[src/rtl/kaiser_pkg.sv]
// Shared types and constants for the writeback pipeline slice: the per-stage
// record carried through the in-flight pipeline and the default geometry.
package kaiser_pkg;

  localparam int DATA_W             = 16;
  localparam int REG_W              = 3;
  localparam int DEFAULT_DEPTH      = 6;
  localparam int DEFAULT_LOAD_STAGE = 3;

  typedef struct packed {
    logic [REG_W-1:0]  num;
    logic [DATA_W-1:0] data;
    logic              write;
    logic              pending;
  } stage_t;

endpackage

[src/rtl/writeback_pipe_if.sv]
// Issue/load/flush inputs, per-stage forwarding outputs and register-file read
// port of writeback_pipe; master drives the pipe, slave is the pipe itself.
interface writeback_pipe_if #(
  parameter int DEPTH = kaiser_pkg::DEFAULT_DEPTH
);
  import kaiser_pkg::*;

  logic                    issue_valid_in;
  logic [REG_W-1:0]        issue_num_in;
  logic                    issue_write_in;
  logic                    issue_load_in;
  logic [DATA_W-1:0]       issue_data_in;
  logic                    mem_valid_in;
  logic [DATA_W-1:0]       mem_data_in;
  logic                    stall_in;
  logic [DEPTH-1:0]        flush_mask_in;
  logic [DEPTH*REG_W-1:0]  num_m_out;
  logic [DEPTH*DATA_W-1:0] data_m_out;
  logic [DEPTH-1:0]        write_m_out;
  logic [DEPTH-1:0]        pending_m_out;
  logic                    busy_out;
  logic [REG_W-1:0]        rd_num_in;
  logic [DATA_W-1:0]       rd_data_out;

  modport master (
    output issue_valid_in, issue_num_in, issue_write_in, issue_load_in, issue_data_in,
    output mem_valid_in, mem_data_in, stall_in, flush_mask_in, rd_num_in,
    input  num_m_out, data_m_out, write_m_out, pending_m_out, busy_out, rd_data_out
  );

  modport slave (
    input  issue_valid_in, issue_num_in, issue_write_in, issue_load_in, issue_data_in,
    input  mem_valid_in, mem_data_in, stall_in, flush_mask_in, rd_num_in,
    output num_m_out, data_m_out, write_m_out, pending_m_out, busy_out, rd_data_out
  );

endinterface

[src/rtl/regfile_8x16.sv]
// 8x16 register file: async read, sync write, async reset to zero.
// Define WB_BYPASS_EN to let a same-cycle write show through on the read port.
module regfile_8x16
  import kaiser_pkg::*;
(
  input  logic              clk_in,
  input  logic              rst_in,
  input  logic              we,
  input  logic [REG_W-1:0]  wr_num,
  input  logic [DATA_W-1:0] wr_data,
  input  logic [REG_W-1:0]  rd_num,
  output logic [DATA_W-1:0] rd_data
);

  logic [DATA_W-1:0] regs [0:(1<<REG_W)-1];

  always_ff @(posedge clk_in or posedge rst_in) begin
    if (rst_in) begin
      for (int i = 0; i < (1<<REG_W); i++) regs[i] <= '0;
    end else if (we) begin
      regs[wr_num] <= wr_data;
    end
  end

`ifdef WB_BYPASS_EN
  // Write-through: the retiring value is visible in the same cycle.
  assign rd_data = (we && (wr_num == rd_num)) ? wr_data : regs[rd_num];
`else
  assign rd_data = regs[rd_num];
`endif

endmodule

[src/rtl/writeback_pipe.sv]
// Age-ordered in-flight result pipeline feeding the forwarding muxes; retires the
// oldest stage into regfile_8x16 (WB_BYPASS_EN selects read write-through there).
module writeback_pipe
  import kaiser_pkg::*;
#(
  parameter int DEPTH      = DEFAULT_DEPTH,
  parameter int LOAD_STAGE = DEFAULT_LOAD_STAGE
) (
  input logic             clk_in,
  input logic             rst_in,
  writeback_pipe_if.slave bus
);

  stage_t stages      [1:DEPTH];
  stage_t next_stages [1:DEPTH];
  stage_t issue_entry;
  stage_t filled_entry;
  logic   busy;
  logic   fill;
  logic   advance;
  logic   retire_we;

  // A load still waiting at LOAD_STAGE freezes everything until its data shows up.
  assign busy      = stages[LOAD_STAGE].pending && !bus.mem_valid_in;
  assign fill      = stages[LOAD_STAGE].pending &&  bus.mem_valid_in;
  assign advance   = !bus.stall_in && !busy;
  assign retire_we = advance && stages[DEPTH].write;

  always_comb begin
    issue_entry.num     = bus.issue_num_in;
    issue_entry.data    = bus.issue_data_in;
    issue_entry.write   = bus.issue_valid_in && bus.issue_write_in;
    issue_entry.pending = bus.issue_valid_in && bus.issue_load_in;
  end

  always_comb begin
    filled_entry = stages[LOAD_STAGE];
    if (fill) begin
      filled_entry.data    = bus.mem_data_in;
      filled_entry.pending = 1'b0;
    end
  end

  // Shift or hold first, then apply the flush mask to the post-edge positions.
  always_comb begin
    for (int k = 1; k <= DEPTH; k++) next_stages[k] = stages[k];
    next_stages[LOAD_STAGE] = filled_entry;
    if (advance) begin
      next_stages[1] = issue_entry;
      for (int k = 2; k <= DEPTH; k++) begin
        next_stages[k] = ((k - 1) == LOAD_STAGE) ? filled_entry : stages[k-1];
      end
    end
    for (int k = 1; k <= DEPTH; k++) begin
      if (bus.flush_mask_in[k-1]) begin
        next_stages[k].write   = 1'b0;
        next_stages[k].pending = 1'b0;
      end
    end
  end

  always_ff @(posedge clk_in or posedge rst_in) begin
    if (rst_in) begin
      for (int k = 1; k <= DEPTH; k++) stages[k] <= '0;
    end else begin
      for (int k = 1; k <= DEPTH; k++) stages[k] <= next_stages[k];
    end
  end

  for (genvar g = 1; g <= DEPTH; g++) begin : g_out
    assign bus.num_m_out[g*REG_W-1 -: REG_W]   = stages[g].num;
    assign bus.data_m_out[g*DATA_W-1 -: DATA_W] = stages[g].data;
    assign bus.write_m_out[g-1]                = stages[g].write;
    assign bus.pending_m_out[g-1]              = stages[g].pending;
  end

  assign bus.busy_out = busy;

  regfile_8x16 u_regfile (
    .clk_in  (clk_in),
    .rst_in  (rst_in),
    .we      (retire_we),
    .wr_num  (stages[DEPTH].num),
    .wr_data (stages[DEPTH].data),
    .rd_num  (bus.rd_num_in),
    .rd_data (bus.rd_data_out)
  );

endmodule

[src/flat_wrapper.sv]
// flat-port wrapper written by rule: the top's interface ports become plain ports
module writeback_pipe_flat import kaiser_pkg::*;
#(
  parameter int DEPTH      = DEFAULT_DEPTH,
  parameter int LOAD_STAGE = DEFAULT_LOAD_STAGE
)
  (clk_in, rst_in, bus_issue_valid_in, bus_issue_num_in, bus_issue_write_in, bus_issue_load_in, bus_issue_data_in, bus_mem_valid_in, bus_mem_data_in, bus_stall_in, bus_flush_mask_in, bus_rd_num_in, bus_num_m_out, bus_data_m_out, bus_write_m_out, bus_pending_m_out, bus_busy_out, bus_rd_data_out);
  writeback_pipe_if #(.DEPTH(DEPTH)) bus_i ();
  input logic clk_in;
  input logic rst_in;
  input wire logic [$bits(bus_i.issue_valid_in)-1:0] bus_issue_valid_in;
  input wire logic [$bits(bus_i.issue_num_in)-1:0] bus_issue_num_in;
  input wire logic [$bits(bus_i.issue_write_in)-1:0] bus_issue_write_in;
  input wire logic [$bits(bus_i.issue_load_in)-1:0] bus_issue_load_in;
  input wire logic [$bits(bus_i.issue_data_in)-1:0] bus_issue_data_in;
  input wire logic [$bits(bus_i.mem_valid_in)-1:0] bus_mem_valid_in;
  input wire logic [$bits(bus_i.mem_data_in)-1:0] bus_mem_data_in;
  input wire logic [$bits(bus_i.stall_in)-1:0] bus_stall_in;
  input wire logic [$bits(bus_i.flush_mask_in)-1:0] bus_flush_mask_in;
  input wire logic [$bits(bus_i.rd_num_in)-1:0] bus_rd_num_in;
  output wire logic [$bits(bus_i.num_m_out)-1:0] bus_num_m_out;
  output wire logic [$bits(bus_i.data_m_out)-1:0] bus_data_m_out;
  output wire logic [$bits(bus_i.write_m_out)-1:0] bus_write_m_out;
  output wire logic [$bits(bus_i.pending_m_out)-1:0] bus_pending_m_out;
  output wire logic [$bits(bus_i.busy_out)-1:0] bus_busy_out;
  output wire logic [$bits(bus_i.rd_data_out)-1:0] bus_rd_data_out;
  assign bus_i.issue_valid_in = bus_issue_valid_in;
  assign bus_i.issue_num_in = bus_issue_num_in;
  assign bus_i.issue_write_in = bus_issue_write_in;
  assign bus_i.issue_load_in = bus_issue_load_in;
  assign bus_i.issue_data_in = bus_issue_data_in;
  assign bus_i.mem_valid_in = bus_mem_valid_in;
  assign bus_i.mem_data_in = bus_mem_data_in;
  assign bus_i.stall_in = bus_stall_in;
  assign bus_i.flush_mask_in = bus_flush_mask_in;
  assign bus_i.rd_num_in = bus_rd_num_in;
  assign bus_num_m_out = bus_i.num_m_out;
  assign bus_data_m_out = bus_i.data_m_out;
  assign bus_write_m_out = bus_i.write_m_out;
  assign bus_pending_m_out = bus_i.pending_m_out;
  assign bus_busy_out = bus_i.busy_out;
  assign bus_rd_data_out = bus_i.rd_data_out;
  writeback_pipe #(.DEPTH(DEPTH), .LOAD_STAGE(LOAD_STAGE)) u_core (.clk_in(clk_in), .rst_in(rst_in), .bus(bus_i));
endmodule
[config.mk]
export PLATFORM = sky130hd
export DESIGN_NAME = writeback_pipe_flat
export DESIGN_NICKNAME = d
export VERILOG_FILES = /design/src/rtl/kaiser_pkg.sv /design/src/rtl/writeback_pipe_if.sv /design/src/rtl/regfile_8x16.sv /design/src/rtl/writeback_pipe.sv /design/src/flat_wrapper.sv
export SDC_FILE = /design/constraint.sdc
export NUM_CORES = 1
export LEC_CHECK = 0
export ABC_AREA = 1
export BUFFER_PORTS_ARGS = -buffer_cell sky130_fd_sc_hd__buf_2
export CAP_MARGIN = 20
export CORE_UTILIZATION = 40
export DETAILED_ROUTE_END_ITERATION = 12
export PLACE_DENSITY = 0.7
export SYNTH_ARGS = -nofsm -noshare
export SYNTH_HDL_FRONTEND = slang
export SYNTH_SLANG_ARGS = --single-unit
[constraint.sdc]
create_clock -name clk_in -period 10.7 [get_ports clk_in]
set_input_delay 0 -clock clk_in [delete_from_list [all_inputs] [get_ports clk_in]]
set_output_delay 0 -clock clk_in [all_outputs]
set_load 0.01 [all_outputs]
==> flow_summary.yaml <==
outcome:
  status: "finished, final reports clean"
cts:
  cts_sinks: 254
  cts-hold-fix-buffers: 50
  cts_tree: "yes"
  clockRootBuffer: "clkbuf_16"
  h-tree-depth: 1
  clockBufferDepth: 3
  post_cts_buffers: 0
  ctsResizeCount: 0
  insertion_delay_ns: 0.57
  cts_made_buffers: 28
  clkTransAtPathRegs_ns: 0.06
yosys:
  yosysTopAreaCellShare: 0.5340
  yosysWarnings: 0
  netlist_instances: 1556
  synth.avg_cell_area_sq_um: 7.650
  ys_seq_area_frac: 0.5340
  synthDistinctLibCells: 20
  synth_top_area_cell: "dfrtp_1"
  synthTopCellsByArea: "dfrtp_1, nand2_1, inv_1, o21ai_1, nand3_1"
  synth_area_sq_um: 11900
  ys_seq_elements: 254
  syn_nets: 1607
grt:
  grt_pass1_wl_microns: 56300
  grt_start_max_net_pins: 123
  overflow: 0
  grt_pass1_vias: 10340
  grt_usage: 0.2317
  antenna_found_initial: 0
floorplanning:
  core_area_sq_um: 29010
  row_count: 62
  fp.dieH_microns: 174.5
  io_pins: 194
  die_w_microns: 174.5
  dieArea_sq_um: 30450
  start_util: 0.4103
setup_path:
  startpoint: "u_core.bus.pending_m_out[2]"
  crit_family: "buffers and inverters"
  critPathRequiredTime_ns: 11.12
  path_cells: "nand2_4, nand2_4, clkinv_2, nand4_1, dlygate4sd3_1, nand2_1, dlygate4sd3_1"
  startpoint_type: "flop"
  critPathMaxStageDelay_ns: 0.76
  critPathMaxFanout: 40
  worstReg2RegStart: "u_core.bus.pending_m_out[2]"
  worstSetupEndpointType: "flop"
  crit_arrival_ns: 3.36
  crit_type: "flop to flop"
  crit_buf_inv: 3
  slowest_stage: "dfrtp_1"
cells_and_area:
  drive_gt1_frac: 0.1514
  insertedDiodeCount: 0
  final_nets: 1786
  seq_area_sq_um: 6356
  final-instance-count-excl-fill: 2141
  multi_input_area_sq_um: 4309
  fillers: 2721
  area_delta_synth_final_pct: 21.16
routing:
  vias: 10520
  viasPerCell: 4.915
  wl_per_cell_microns: 16.41
  drt-pass1-iter-count: 5
  drcViolationCount: 0
  drt_iter0_drc: 1037
  final_antenna_net_count: 0
  wl_microns: 35130
timing:
  totalNegativeSetupSlack_ns: 0
  max_freq_mhz: 341.1
  timing.final.max_slew_violations: 0
  slew_headroom: 0.3414
  hold_viol_final: 0
  grt_setup_unrepaired: "no"
  finalCriticalPeriod_ns: 2.932
  setup_ws_ns: 7.768
  fin_skew_ns: 0.02427
  tightest_slew_ns: 0.9851
  setup_viol: 0
  finalCritPeriodShare: 0.2740
place:
  dp_cells: 2038
  numPortBuffers: 193
  dp_hpwl_microns: 22120
  place_ws_ns: 7.840
  gp_congestion: 0.8382
flow_run:
  cap_violations: 0
min_path:
  hold_path.class: "primary input to flop"
  holdCritStartpoint: "bus_flush_mask_in[3]"
power:
  powerDensity_nw_per_um2: 169.8
  total_leakage_power_nw: 7.986
  ir_worst_vdd_mv: 0.1896
==> cell type report <==
cell class	count	share of cell area
Sequential cell	254	0.4407
Inverter	179	0.04720
Clock buffer	41	0.05613
Timing Repair Buffer	253	0.1105
Clock inverter	11	0.01327
Tap cell	384	0.03332
Multi-Input combinational cell	1019	0.2988
==> cell usage in the layout (no fill, tap or decap), types with 4 or more instances in the layout <==
master,count
o21ai_0,88
dlygate4sd3_1,50
buf_4,7
bufinv_16,4
clkbuf_16,28
a21oi_1,8
nor2_4,8
clkbuf_1,7
buf_2,193
nand3_1,90
nand2_1,696
clkinv_2,6
inv_1,172
inv_2,5
dfrtp_1,254
clkbuf_8,6
o21ai_1,120
==> final timing paths <==
| check | end | slack, ns | cells after the start |
|---|---|---|---|
| min in group asynchronous | u_core.bus.data_m_out[26] | 0.18 | 3 |
| max reg2reg | u_core.bus.write_m_out[0] | 7.77 | 7 |
| min | u_core.bus.write_m_out[3] | 0.16 | 3 |
| max in group asynchronous | u_core.u_regfile.regs[11] | 8.99 | 4 |
| min reg2reg | u_core.u_regfile.regs[28] | 0.48 | 2 |
| max | u_core.bus.write_m_out[0] | 7.77 | 7 |
==> where the power goes <==
part,leakage (nW),switching (mW),internal (mW)
clock,0.491,0.403,0.624
combinational,4.10,0.209,0.106
sequential,3.40,0.0831,1.02
total,7.99,0.696,1.75
==> routing by layer <==
metal  vias up  share of wire  global-route usage
li1       5134              -                   -
met1      4955           0.43              0.3083
met2       372           0.47              0.3778
met3        61          0.078             0.05577
met4         0          0.025             0.06196
met5         -              0                   0
==> worst min-delay path: stages <==
cell and delay, ns:
dlygate4sd3_1 0.52, buf_2 0.11, a21oi_1 0.04
==> cells in the mapped netlist <==
cell        n
a21oi_1     8
buf_1       3
buf_2      20
buf_4      14
buf_6      14
clkbuf_1   53
dfrtp_1   254
inv_1     173
inv_2       6
nand2_1   697
nand2_4     1
nand3_1    90
nand3_4     1
nand4_1     2
nor2_1      2
nor2_4      8
nor3b_1     1
o21ai_0    88
o21ai_1   120
o21bai_1    1
==> stage by stage <==
stage | total power, mW | utilization | hold slack [ns] | area [sq um]
2_1_floorplan | 1.265 | - | 0.06314 | 11900
3_3_place_gp | 1.412 | 0.4427 | 0.1660 | 12840
3_5_place_dp | 1.418 | 0.4444 | 0.1703 | 12890
4_1_cts | 2.454 | 0.4961 | 0.1472 | 14390
5_1_grt | 2.545 | 0.4971 | 0.1580 | 14420
6_report | 2.448 | 0.4971 | 0.1610 | 14420
==> flip-flops by register name, indices dropped and copies added, names as in the netlist <==
| name | cells |
|---|---|
| u_core.bus.pending_m_out | 6 |
| u_core.u_regfile.regs | 128 |
| u_core.bus.num_m_out | 18 |
| u_core.bus.data_m_out | 96 |
| u_core.bus.write_m_out | 6 |
==> cell families (layout without fill, tap and decap cells) <==
family                 after synthesis  count (layout)  share of synthesized area
and+or+nand+nor                    802             802                     0.2699
buffers and inverters              283             484                     0.1046
DFF                                254             254                     0.5340
AOI/OAI and AO/OA                  217             217                    0.09145
(Power assumes the default switching activity.)
